**config.mk**
```make
export PLATFORM = sky130hd
export DESIGN_NAME = regfile_wb_arbiter
export DESIGN_NICKNAME = d
export VERILOG_FILES = /design/src/rtl/regfile_wb_arbiter_pkg.sv /design/src/rtl/regfile_wb_arbiter_rr_arbiter.sv /design/src/rtl/regfile_wb_arbiter.sv
export SDC_FILE = /design/constraint.sdc
export NUM_CORES = 1
export LEC_CHECK = 0
export ABC_AREA = 0
export CAP_MARGIN = 0
export CORE_UTILIZATION = 38
export CTS_BUF_LIST = sky130_fd_sc_hd__clkbuf_8
export DETAILED_ROUTE_END_ITERATION = 7
export GPL_ROUTABILITY_DRIVEN = 1
export GPL_TIMING_DRIVEN = 0
export MAX_ROUTING_LAYER = met4
export PLACE_DENSITY = 0.81
export SLEW_MARGIN = 20
export SYNTH_ARGS = -nofsm -noshare
export SYNTH_HDL_FRONTEND = slang
export SYNTH_SLANG_ARGS = --single-unit
export TNS_END_PERCENT = 20
```
**constraint.sdc**
```tcl
create_clock -name clk -period 3.2 [get_ports clk]
set_clock_uncertainty 0.15 [all_clocks]
set_input_delay 0.64 -clock clk [delete_from_list [all_inputs] [get_ports clk]]
set_output_delay 0.64 -clock clk [all_outputs]
set_load 0.01 [all_outputs]
```
**src/rtl/regfile_wb_arbiter_pkg.sv**
```systemverilog
// Shared constants for the write-back arbiter: default sizes and requester indices.
package regfile_wb_arbiter_pkg;

  localparam logic CONST_ZERO = 1'b0;

  localparam int unsigned DEFAULT_WIDTH   = 32;
  localparam int unsigned DEFAULT_REGBITS = 3;

  localparam int unsigned REQ_ALU = 0;
  localparam int unsigned REQ_LSU = 1;
  localparam int unsigned REQ_MDU = 2;

endpackage

```
**src/rtl/regfile_wb_arbiter_rr_arbiter.sv**
```systemverilog
// Stateless round-robin pick: first requester at or after ptr (mod N) wins.
module rr_arbiter #(
  parameter int unsigned N  = 3,
  localparam int unsigned IW = $clog2(N)
) (
  input  logic [N-1:0]  req,
  input  logic [IW-1:0] ptr,
  output logic [N-1:0]  gnt,
  output logic [IW-1:0] gnt_idx
);

  always_comb begin
    logic          found;
    int unsigned   k;
    logic [IW-1:0] kk;
    gnt     = '0;
    gnt_idx = '0;
    found   = 1'b0;
    k       = 0;
    kk      = '0;
    for (int unsigned i = 0; i < N; i++) begin
      k  = (32'(ptr) + i) % N;
      kk = IW'(k);
      if (!found && req[kk]) begin
        found   = 1'b1;
        gnt[kk] = 1'b1;
        gnt_idx = kk;
      end
    end
  end

endmodule

```
**src/rtl/regfile_wb_arbiter.sv**
```systemverilog
// Register-file write-back arbiter with pending-write scoreboard and hazard detection.
// Optional WB_BYPASS_EN adds byp1_o/byp2_o and exempts committing sources from hazard_o.
module regfile_wb_arbiter
  import regfile_wb_arbiter_pkg::*;
#(
  parameter int unsigned WIDTH   = DEFAULT_WIDTH,
  parameter int unsigned REGBITS = DEFAULT_REGBITS,
  parameter int unsigned NREQ    = REQ_MDU + 1
) (
  input  logic                    clk,
  input  logic                    rst,
  input  logic [NREQ-1:0]         req_valid_i,
  input  logic [NREQ*REGBITS-1:0] req_wa_i,
  input  logic [NREQ*WIDTH-1:0]   req_wd_i,
  output logic [NREQ-1:0]         req_ready_o,
  input  logic                    rsv_valid_i,
  input  logic [REGBITS-1:0]      rsv_wa_i,
  input  logic [REGBITS-1:0]      ra1_i,
  input  logic [REGBITS-1:0]      ra2_i,
  output logic                    hazard_o,
  output logic [2**REGBITS-1:0]   busy_o,
  output logic                    regwrite_o,
  output logic [REGBITS-1:0]      wa_o,
`ifdef WB_BYPASS_EN
  output logic                    byp1_o,
  output logic                    byp2_o,
`endif
  output logic [WIDTH-1:0]        wd_o
);

  localparam int unsigned NREG = 2 ** REGBITS;
  localparam int unsigned IW   = $clog2(NREQ);

  logic [IW-1:0]      ptr_q, ptr_d;
  logic [IW-1:0]      gnt_idx;
  logic               gnt_any;
  logic [REGBITS-1:0] gnt_wa;
  logic [WIDTH-1:0]   gnt_wd;
  logic               regwrite_q;
  logic [REGBITS-1:0] wa_q;
  logic [WIDTH-1:0]   wd_q;
  logic [NREG-1:0]    busy_q, busy_d;
  logic               src1_haz, src2_haz, waw_haz;

  rr_arbiter #(
    .N(NREQ)
  ) u_rr_arbiter (
    .req     (req_valid_i),
    .ptr     (ptr_q),
    .gnt     (req_ready_o),
    .gnt_idx (gnt_idx)
  );

  assign gnt_any = |req_ready_o;
  assign gnt_wa  = req_wa_i[gnt_idx*REGBITS +: REGBITS];
  assign gnt_wd  = req_wd_i[gnt_idx*WIDTH +: WIDTH];
  assign ptr_d   = (gnt_idx == IW'(NREQ - 1)) ? '0 : gnt_idx + IW'(1);

  // Set after clear so a same-cycle reservation survives the commit.
  always_comb begin
    busy_d = busy_q;
    if (regwrite_q) busy_d[wa_q] = 1'b0;
    if (rsv_valid_i && (rsv_wa_i != '0)) busy_d[rsv_wa_i] = 1'b1;
    busy_d[0] = CONST_ZERO;
  end

  always_ff @(posedge clk or negedge rst) begin
    if (!rst) begin
      ptr_q      <= '0;
      regwrite_q <= 1'b0;
      wa_q       <= '0;
      wd_q       <= '0;
      busy_q     <= '0;
    end else begin
      busy_q <= busy_d;
      if (gnt_any) begin
        ptr_q      <= ptr_d;
        wa_q       <= gnt_wa;
        wd_q       <= gnt_wd;
        regwrite_q <= (gnt_wa != '0);
      end else begin
        regwrite_q <= 1'b0;
      end
    end
  end

`ifdef WB_BYPASS_EN
  assign byp1_o   = regwrite_q && (wa_q == ra1_i) && (ra1_i != '0);
  assign byp2_o   = regwrite_q && (wa_q == ra2_i) && (ra2_i != '0);
  assign src1_haz = busy_q[ra1_i] && (ra1_i != '0) && !byp1_o;
  assign src2_haz = busy_q[ra2_i] && (ra2_i != '0) && !byp2_o;
`else
  assign src1_haz = busy_q[ra1_i] && (ra1_i != '0);
  assign src2_haz = busy_q[ra2_i] && (ra2_i != '0);
`endif
  assign waw_haz  = rsv_valid_i && busy_q[rsv_wa_i];
  assign hazard_o = src1_haz || src2_haz || waw_haz;

  assign regwrite_o = regwrite_q;
  assign wa_o       = wa_q;
  assign wd_o       = wd_q;
  assign busy_o     = busy_q;

endmodule
```
==> results of run 1 <==
[metrics by stage]
step                instance area (um2)  instances  total power (uW)  utilization  setup WS [ps]
floorplan                          3070        300              3580            -            707
global placement                   4850        568              4760        0.625           -141
detailed placement                 4880        569              4860        0.628           -156
CTS                                4980        577              5250        0.642           11.0
global route                       4990        577              5550        0.642           5.52
finish                             4990        577              5210        0.642            113
[registers in the layout (all words and copies together) (netlist names)]
signal / flops
busy_o: 7
regwrite_o: 1
wd_o: 32
ptr_q: 2
wa_o: 3
[worst max-delay path, delay by kind of cell]
family	cells	cell delay, ps
buf+inv	2	830
compound gates	2	310
mux	1	520
[cells in the mapped netlist]
library cell,n
nand2_1,47
dfrtp_1,45
o21ai_0,41
mux2i_1,40
mux2_2,23
mux2_4,15
a21oi_1,8
buf_6,7
inv_1,7
nor2_1,7
buf_2,6
nand2b_1,6
o21ai_1,6
ha_1,4
clkbuf_1,3
mux4_2,3
a31oi_1,2
buf_4,2
nand3b_1,2
nor2b_1,2
o211ai_1,2
o2bb2ai_1,2
o31ai_1,2
a211o_1,1
a21boi_0,1
a21boi_2,1
a21oi_2,1
a31o_2,1
a31oi_2,1
and2_1,1
and3b_1,1
conb_1,1
mux2i_4,1
nand3b_2,1
nand4bb_1,1
nor3_2,1
o2111ai_1,1
o211a_1,1
o21a_1,1
o21ai_2,1
o22ai_1,1
[per-layer routing]
metal | vias to the layer above | share of wire
met2 | 112 | 0.52
met5 | - | 0
met4 | 0 | 0.016
met3 | 10 | 0.059
li1 | 1414 | -
met1 | 1414 | 0.40
[cell type report]
type                       count  area (um2)
buffer                        18         135
clock buffer                   7        96.3
clock inverter                 1        8.76
fill                         628        2780
inverter                       7        26.3
multi-input combinational    230        1790
sequential                    45        1130
tap                          102         128
timing repair buffer         167        1680
[how the worst min path moves through the flow]
stage	start	end
2_1_floorplan	rst	busy_o[1]
3_3_place_gp	wd_o[14]	wd_o[14]
3_5_place_dp	wd_o[11]	wd_o[11]
4_1_cts	rst	wd_o[18]
5_1_grt	rst	wd_o[18]
6_report	rst	wd_o[18]
[what timing repair did]
action | 4_1_cts | 5_1_grt
gates resized for setup | 7 | 1
setup buffers | 0 | 0
endpoints found under the setup margin | 4 | 1
[power by group]
group	switching [uW]	internal (uW)	leakage (uW)
sequential	218	902	0.000530
combinational	1590	2100	0.00150
clock	191	200	0.0000549
[logic make-up (layout without fill, tap and decap cells)]
logic type | Yosys count | in the layout | share of synthesized area
muxes | 82 | 82 | 0.318
AOI/OAI and AO/OA | 74 | 74 | 0.142
and+or+nand+nor | 69 | 69 | 0.103
DFF | 45 | 45 | 0.367
buffers and inverters | 25 | 200 | 0.0527
adders and majority gates | 4 | 4 | 0.0163
other | 1 | 1 | 0.00122
==> qor.csv, run 1 <==
stage;metric;value;unit
run_status;status;complete, no violations;
floorplanning;num rows;32;
worst_setup_path;crit path launch;ra1_i[0];
cells_and_area;share of post-route cells with drive strength above 1;0.160;
cells_and_area;fin nets;598;
timing;Slew @ Worst Pin;560;ps
placement;GPL Wtd Cong;0.937;
synth;post-synth net total;424;
timing;# setup viols final;0;
global_route;GR Overflow Total;0;
floorplanning;Initial Util;0.395;
clock_tree;clock root cell;clkbuf_8;
pwr;leakage;0.00208;uW
pwr;worst vdd ir;0.505;mV
timing;final hold vios;0;
timing;RSZ-0062 raised after global routing;no;
clock_tree;Clock Sinks;45;
worst_setup_path;Reg-to-Reg Start;ptr_q[0];
floorplanning;IO Count;168;
global_route;met1 Usage GRT;0.246;
clock_tree;TritonCTS clock tree;built;
synth;ranking of synthesized cells by area;dfrtp_1 (37%), mux2i_1 (13%), mux2_2 (8.4%), mux2_4 (7.3%), o21ai_0 (6.7%);
synth;synthesized area;3070;um2
synth;largest area contributor in the netlist;dfrtp_1;
routing;DR pass1 iterations;4;
floorplanning;DIE WIDTH;91.8;um
worst_setup_path;crit path kind;in2out;
global_route;pin count of the biggest net entering global routing;24;
cells_and_area;Antenna Cells;0;
synth;count of cell types in the netlist;41;
worst_setup_path;worst-path cell chain;clkdlybuf4s50_1 > mux4_2 > a21oi_1 > o2111ai_1 > dlygate4sd2_1;
worst_setup_path;CP arrival;2300;ps
cells_and_area;Area growth syn-to-layout;62.7;%
worst_setup_path;critical path's slowest cell;clkdlybuf4s50_1;
floorplanning;core area;7770;um2
global_route;first-pass GRT wire length;13900;um
routing;via count;2950;
placement;Buffers on Ports;166;
routing;DRT antenna net count;0;
synth;Synth Register Bits;45;
worst_setup_path;CP startpoint kind;input port;
worst_setup_path;Worst Setup EP;hazard_o;
timing;Slew HR;0.627;
cells_and_area;leading cell type in the layout, fill and taps excluded;clkdlybuf4s50_1;
global_route;Tot GR Track Use;0.215;
floorplanning;die height;91.8;um
synth;Seq/Total Area, Yosys;0.367;
timing;setup TNS;0;ps
synth;area share of the largest cell type after synthesis;0.367;
cells_and_area;most frequent cells in the layout;clkdlybuf4s50_1 (159), nand2_1 (47), dfrtp_1 (45);
routing;drt total wl;8870;um
clock_tree;clk buf depth;2;
worst_setup_path;WP data required;2410;ps
job;Max Cap Viol;0;
clock_tree;clk_lat worst skew;290;ps
global_route;met2 GRT Util;0.385;
clock_tree;CTS H-tree depth;2;
routing;Iter 0 DRT Violations;109;
clock_tree;hold buffers post-CTS;0;
worst_setup_path;crit-path max FO;3;
worst_setup_path;r2r worst-path depth;9;
timing;fin crit share;0.965;
worst_setup_path;Max stage delay on crit path;540;ps
synth;Yosys Warn Count;0;
clock_tree;TritonCTS Buffers;5;
synth;gate count of the mapped netlist;300;
routing;vias per cell;5.11;
routing;Residual DRC;0;
synth;Avg Cell Area, Syn;10.2;um2
global_route;antenna violations before repair;0;
min_path;worst hold path class;in2async;
pwr;Pwr Density;1040;nW/um2
clock_tree;Reg clk slew, reported paths;90;ps
worst_setup_path;r2r endpoint;wd_o[1];
worst_setup_path;CP endpoint kind;output port;
placement;HPWL after DPL;7280;um
global_route;GRT busiest layer;met2;
timing;post-route minimum period;3090;ps
worst_setup_path;r2r setup slk;390;ps
timing;Fmax;324;MHz
timing;Hold WS;179;ps
routing;routed len/inst;15.4;um
global_route;vias in the first global route;2895;
floorplanning;die area;8430;um2
timing;Pins Over Slew Limit;0;
global_route;met3 GRT Util;0.0448;
Note: power is estimated with default switching activity, not from simulation.
==> run 2: changes to the inputs <==
--- a/config.mk
+++ b/config.mk
@@ -6,7 +6,8 @@
 export NUM_CORES = 1
 export LEC_CHECK = 0
 export ABC_AREA = 0
-export CAP_MARGIN = 0
+export CAP_MARGIN = 20
+export CORE_ASPECT_RATIO = 0.75
 export CORE_UTILIZATION = 38
 export CTS_BUF_LIST = sky130_fd_sc_hd__clkbuf_8
 export DETAILED_ROUTE_END_ITERATION = 7
==> run 2 against run 1 <==
Cell count decreased by 0.17%. First-iteration DRC count fell by 29%. Via count is 0.92% lower. Sequential power about the same. Die area is essentially flat. Routed wire length is 1.3% higher. Clock power is 14% higher. Highest routed layer unchanged.
==> qor.csv, run 2 (synthesis gave the netlist of run 1 again) <==
stage;metric;value;unit
run_status;status;complete, no violations;
pwr;Comb pwr share;0.704;
global_route;GRT busiest layer;met2;
timing;# setup viols final;0;
worst_setup_path;CP arrival;2270;ps
worst_setup_path;CP startpoint kind;input port;
routing;DR pass1 iterations;4;
floorplanning;DIE WIDTH;106;um
global_route;GR Overflow Total;0;
routing;DRT antenna net count;0;
pwr;leakage;0.00209;uW
worst_setup_path;crit-path max FO;3;
timing;fin crit share;0.956;
floorplanning;die area;8430;um2
pwr;Switching Share;0.386;
worst_setup_path;WP data required;2410;ps
global_route;met3 GRT Util;0.0580;
floorplanning;Initial Util;0.405;
clock_tree;clock root cell;clkbuf_8;
timing;post-route minimum period;3060;ps
timing;Pins Over Slew Limit;0;
cells_and_area;Area growth syn-to-layout;63.0;%
clock_tree;hold buffers post-CTS;0;
worst_setup_path;CP endpoint kind;output port;
timing;Fmax;327;MHz
clock_tree;post-CTS sizing;5;
routing;drt total wl;8990;um
cells_and_area;share of post-route cells with drive strength above 1;0.158;
timing;final hold vios;0;
global_route;pin count of the biggest net entering global routing;25;
min_path;worst hold path class;in2async;
pwr;worst vdd ir;0.432;mV
worst_setup_path;crit path kind;in2out;
pwr;P_int;3250;uW
cells_and_area;most frequent cells in the layout;clkdlybuf4s50_1 (159), nand2_1 (47), dfrtp_1 (45);
routing;Residual DRC;0;
job;Max Cap Viol;0;
clock_tree;clk_lat worst skew;280;ps
clock_tree;clk buf depth;2;
placement;GPL Wtd Cong;0.901;
cells_and_area;leading cell type in the layout, fill and taps excluded;clkdlybuf4s50_1;
cells_and_area;final core utilization;0.660;
clock_tree;TritonCTS clock tree;built;
global_route;antenna violations before repair;0;
global_route;first-pass GRT wire length;14300;um
floorplanning;core area;7570;um2
pwr;clock network fraction of total power;0.084;
pwr;NetSw;2040;uW
clock_tree;CTS H-tree depth;2;
routing;Iter 0 DRT Violations;77;
clock_tree;Reg clk slew, reported paths;90;ps
global_route;vias in the first global route;2943;
clock_tree;Post CTS Setup Buffer Count;0;
placement;HPWL after DPL;7200;um
timing;RSZ-0062 raised after global routing;no;
global_route;met1 Usage GRT;0.261;
routing;vias per cell;5.07;
cells_and_area;Antenna Cells;0;
timing;final setup margin;141;ps
global_route;Tot GR Track Use;0.223;
clock_tree;Clock Sinks;45;
floorplanning;die height;79.8;um
placement;Buffers on Ports;166;
pwr;Pwr Density;1060;nW/um2
routing;via count;2923;
cells_and_area;max FFs per register;32;
timing;Slew HR;0.642;
floorplanning;IO Count;168;
cells_and_area;fin nets;598;
placement;post-placement setup slack;-193;ps
pwr;sequential share of power;0.212;
clock_tree;TritonCTS Buffers;5;
timing;Slew @ Worst Pin;537;ps
floorplanning;num rows;27;
routing;routed len/inst;15.6;um
global_route;met2 GRT Util;0.391;
[run 2: cell count changes in the layout (fill, tap and decap cells not counted)]
cell / before / now
bufinv_16: 0 / 1
inv_6: 1 / 0
a21oi_2: 2 / 1
a21oi_1: 7 / 8
clkbuf_8: 7 / 6
clkinvlp_4: 0 / 1
[run 2: layout make-up]
class / count / area (um2)
Fill cell: 618 / 2570
Multi-Input combinational cell: 230 / 1780
Timing Repair Buffer: 167 / 1680
Sequential cell: 45 / 1130
Buffer: 18 / 135
Tap cell: 101 / 126
Clock buffer: 6 / 82.6
Clock inverter: 2 / 37.5
Inverter: 7 / 26.3
[run 2: worst max-delay path, cell delays in order]
cell,delay (ps)
clkdlybuf4s50_1,540
mux4_2,510
a21oi_1,170
o2111ai_1,120
dlygate4sd2_1,300
[run 2: path summary, 6_finish.rpt]
check | slack, ps | startpoint | endpoint | depth (start not counted)
max in group asynchronous | 2220 | rst | wd_o[28] | 2
hold / removal | 170 | rst | wd_o[13] | 1
setup / recovery | 140 | ra1_i[0] | hazard_o | 5
hold reg to reg | 360 | wd_o[4] | wd_o[4] | 1
min in group clk | 360 | wd_o[4] | wd_o[4] | 1
setup reg to reg | 320 | ptr_q[0] | wd_o[0] | 9
[run 2: metrics by stage]
stage | cell area (um2) | TNS (ps) | hold slack, ps | std cells | power, uW
2_1_floorplan | 3070 | 0 | 194 | 300 | 3580
3_3_place_gp | 4850 | -705 | 338 | 567 | 4840
3_5_place_dp | 4880 | -633 | 344 | 568 | 4910
4_1_cts | 4990 | 0 | 177 | 576 | 5350
5_1_grt | 5000 | 0 | 199 | 576 | 5680
6_report | 5000 | 0 | 174 | 576 | 5300
[run 2: per-layer routing]
metal  part of all wire  up-vias
met4             0.0095        0
met2               0.49      129
met5                  0        -
met3              0.076       10
met1               0.42     1372
li1                   -     1412
[run 2: power by group through the flow]
stage                     clock (uW)  sequential, uW  combinational (uW)
after floorplan                    0            1220                2360
after global placement             0            1110                3730
after detailed placement           0            1130                3780
after CTS                        456            1120                3770
after global routing             486            1160                4040
final                            445            1120                3730
==> run 3: changes to the inputs <==
--- a/config.mk
+++ b/config.mk
@@ -15,6 +15,7 @@
 export GPL_TIMING_DRIVEN = 0
 export MAX_ROUTING_LAYER = met4
 export PLACE_DENSITY = 0.81
+export SETUP_SLACK_MARGIN = 0.05
 export SLEW_MARGIN = 20
 export SYNTH_ARGS = -nofsm -noshare
 export SYNTH_HDL_FRONTEND = slang
==> run 3 against run 2 <==
Critical path depth stayed put. Highest routed layer unchanged. Core utilization about the same. Routed wire length hardly changed. Non-clock buffer count stayed put. Via count fell by 0.21%. Sequential cell count is the same. Combinational power hardly changed.
==> qor.csv, run 3 (synthesis gave the netlist of run 1 again) <==
stage;metric;value;unit
run_status;status;complete, no violations;
worst_setup_path;CP endpoint kind;output port;
worst_setup_path;CP startpoint kind;input port;
clock_tree;hold buffers post-CTS;0;
timing;Pins Over Slew Limit;0;
global_route;met2 GRT Util;0.392;
clock_tree;clk_lat worst skew;280;ps
cells_and_area;max FFs per register;32;
routing;via count;2917;
timing;RSZ-0062 raised after global routing;no;
pwr;Pwr Total;5290;uW
global_route;GR Overflow Total;0;
worst_setup_path;CP arrival;2230;ps
worst_setup_path;r2r worst-path depth;9;
placement;GPL Wtd Cong;0.901;
timing;Hold WS;174;ps
global_route;first-pass GRT wire length;14300;um
cells_and_area;final core utilization;0.660;
job;Max Cap Viol;0;
clock_tree;Reg clk slew, reported paths;90;ps
global_route;met1 Usage GRT;0.261;
worst_setup_path;r2r endpoint;wd_o[0];
cells_and_area;share of post-route cells with drive strength above 1;0.158;
routing;Iter 0 DRT Violations;73;
pwr;leakage;0.00209;uW
placement;post-place instance area;4880;um2
floorplanning;Initial Util;0.405;
routing;DRT antenna net count;0;
worst_setup_path;WP data required;2410;ps
global_route;antenna violations before repair;0;
cells_and_area;register area;1130;um2
timing;post-route minimum period;3020;ps
floorplanning;IO Count;168;
worst_setup_path;crit path kind;in2out;
worst_setup_path;r2r setup slk;320;ps
routing;routed len/inst;15.6;um
placement;HPWL after DPL;7200;um
floorplanning;num rows;27;
cells_and_area;Area growth syn-to-layout;62.9;%
clock_tree;clk buf depth;2;
floorplanning;die area;8430;um2
pwr;Pwr Density;1060;nW/um2
clock_tree;clock root cell;clkbuf_8;
min_path;worst hold path class;in2async;
routing;drt total wl;8980;um
timing;fin crit share;0.943;
worst_setup_path;Reg-to-Reg Start;ptr_q[0];
timing;Fmax;331;MHz
cells_and_area;area of the multi-input gates;1780;um2
cells_and_area;leading cell type in the layout, fill and taps excluded;clkdlybuf4s50_1;
worst_setup_path;crit-path max FO;6;
pwr;worst vdd ir;0.432;mV
global_route;GRT busiest layer;met2;
floorplanning;core area;7570;um2
routing;DR pass1 iterations;4;
clock_tree;TritonCTS Buffers;5;
cells_and_area;fin nets;598;
cells_and_area;final-layout fill cell count;617;
clock_tree;Clock Sinks;45;
global_route;Tot GR Track Use;0.223;
floorplanning;DIE WIDTH;106;um
timing;Slew @ Worst Pin;537;ps
global_route;vias in the first global route;2958;
cells_and_area;Antenna Cells;0;
global_route;met3 GRT Util;0.0580;
timing;# setup viols final;0;
clock_tree;CTS H-tree depth;2;
timing;final hold vios;0;
floorplanning;die height;79.8;um
clock_tree;TritonCTS clock tree;built;
routing;vias per cell;5.06;
global_route;pin count of the biggest net entering global routing;25;
cells_and_area;most frequent cells in the layout;clkdlybuf4s50_1 (158), nand2_1 (47), dfrtp_1 (45);
timing;Slew HR;0.642;
worst_setup_path;crit path launch;req_valid_i[1];
routing;Residual DRC;0;
placement;Buffers on Ports;166;
cells_and_area;Finished Cell Area;4990;um2
-- run 3: cell count changes in the layout (fill, tap and decap cells not counted), sizes merged --
| cell | before | now |
|---|---|---|
| dlygate4sd2 | 5 | 6 |
| clkdlybuf4s50 | 159 | 158 |
-- run 3: routing by layer --
metal	part of all wire	routed length, um
met1	0.43	3830
met2	0.49	4380
met3	0.076	684
met4	0.0095	85
met5	0	0
-- run 3: worst max-delay path by stage --
| stage | endpoint | slack (ps) | cells after the start |
|---|---|---|---|
| finish | req_ready_o[2] | 180 | 5 |
| global route | req_ready_o[0] | 50 | 8 |
| CTS | hazard_o | 140 | 5 |
| detailed placement | hazard_o | -190 | 7 |
| global placement | req_ready_o[0] | -180 | 6 |
| floorplan | wd_o[18] | 710 | 10 |
-- run 3: power by group --
group | switching, uW | leakage [uW] | total [uW] | internal [uW]
clock network | 191 | 0.0000574 | 445 | 254
logic | 1630 | 0.00150 | 3730 | 2090
registers | 220 | 0.000530 | 1120 | 902
-- run 3: area by class of cell --
cell class                 count  area share
tap                          101      0.0253
multi-input combinational    230       0.357
timing repair buffer         167       0.336
clock inverter                 2     0.00752
buffer                        18      0.0271
inverter                       7     0.00526
sequential                    45       0.225
clock buffer                   6      0.0165
-- run 3: critical path: stages --
cell and delay [ps]:
clkdlybuf4s50_1 510, mux2_4 320, mux2_2 300, o21ai_2 170, dlygate4sd2_1 300
-- run 3: per-stage QoR --
stage	TNS [ps]	setup WS (ps)	cells
after CTS	0	140	576
final	0	183	576
after global placement	-705	-176	567
after detailed placement	-633	-193	568
after floorplan	0	707	300
after global routing	0	54.7	576
-- run 3: repair_timing --
action / CTS / global route
gates resized for setup: 7 / 1
setup buffers: 0 / 0
setup endpoints to repair: 4 / 1
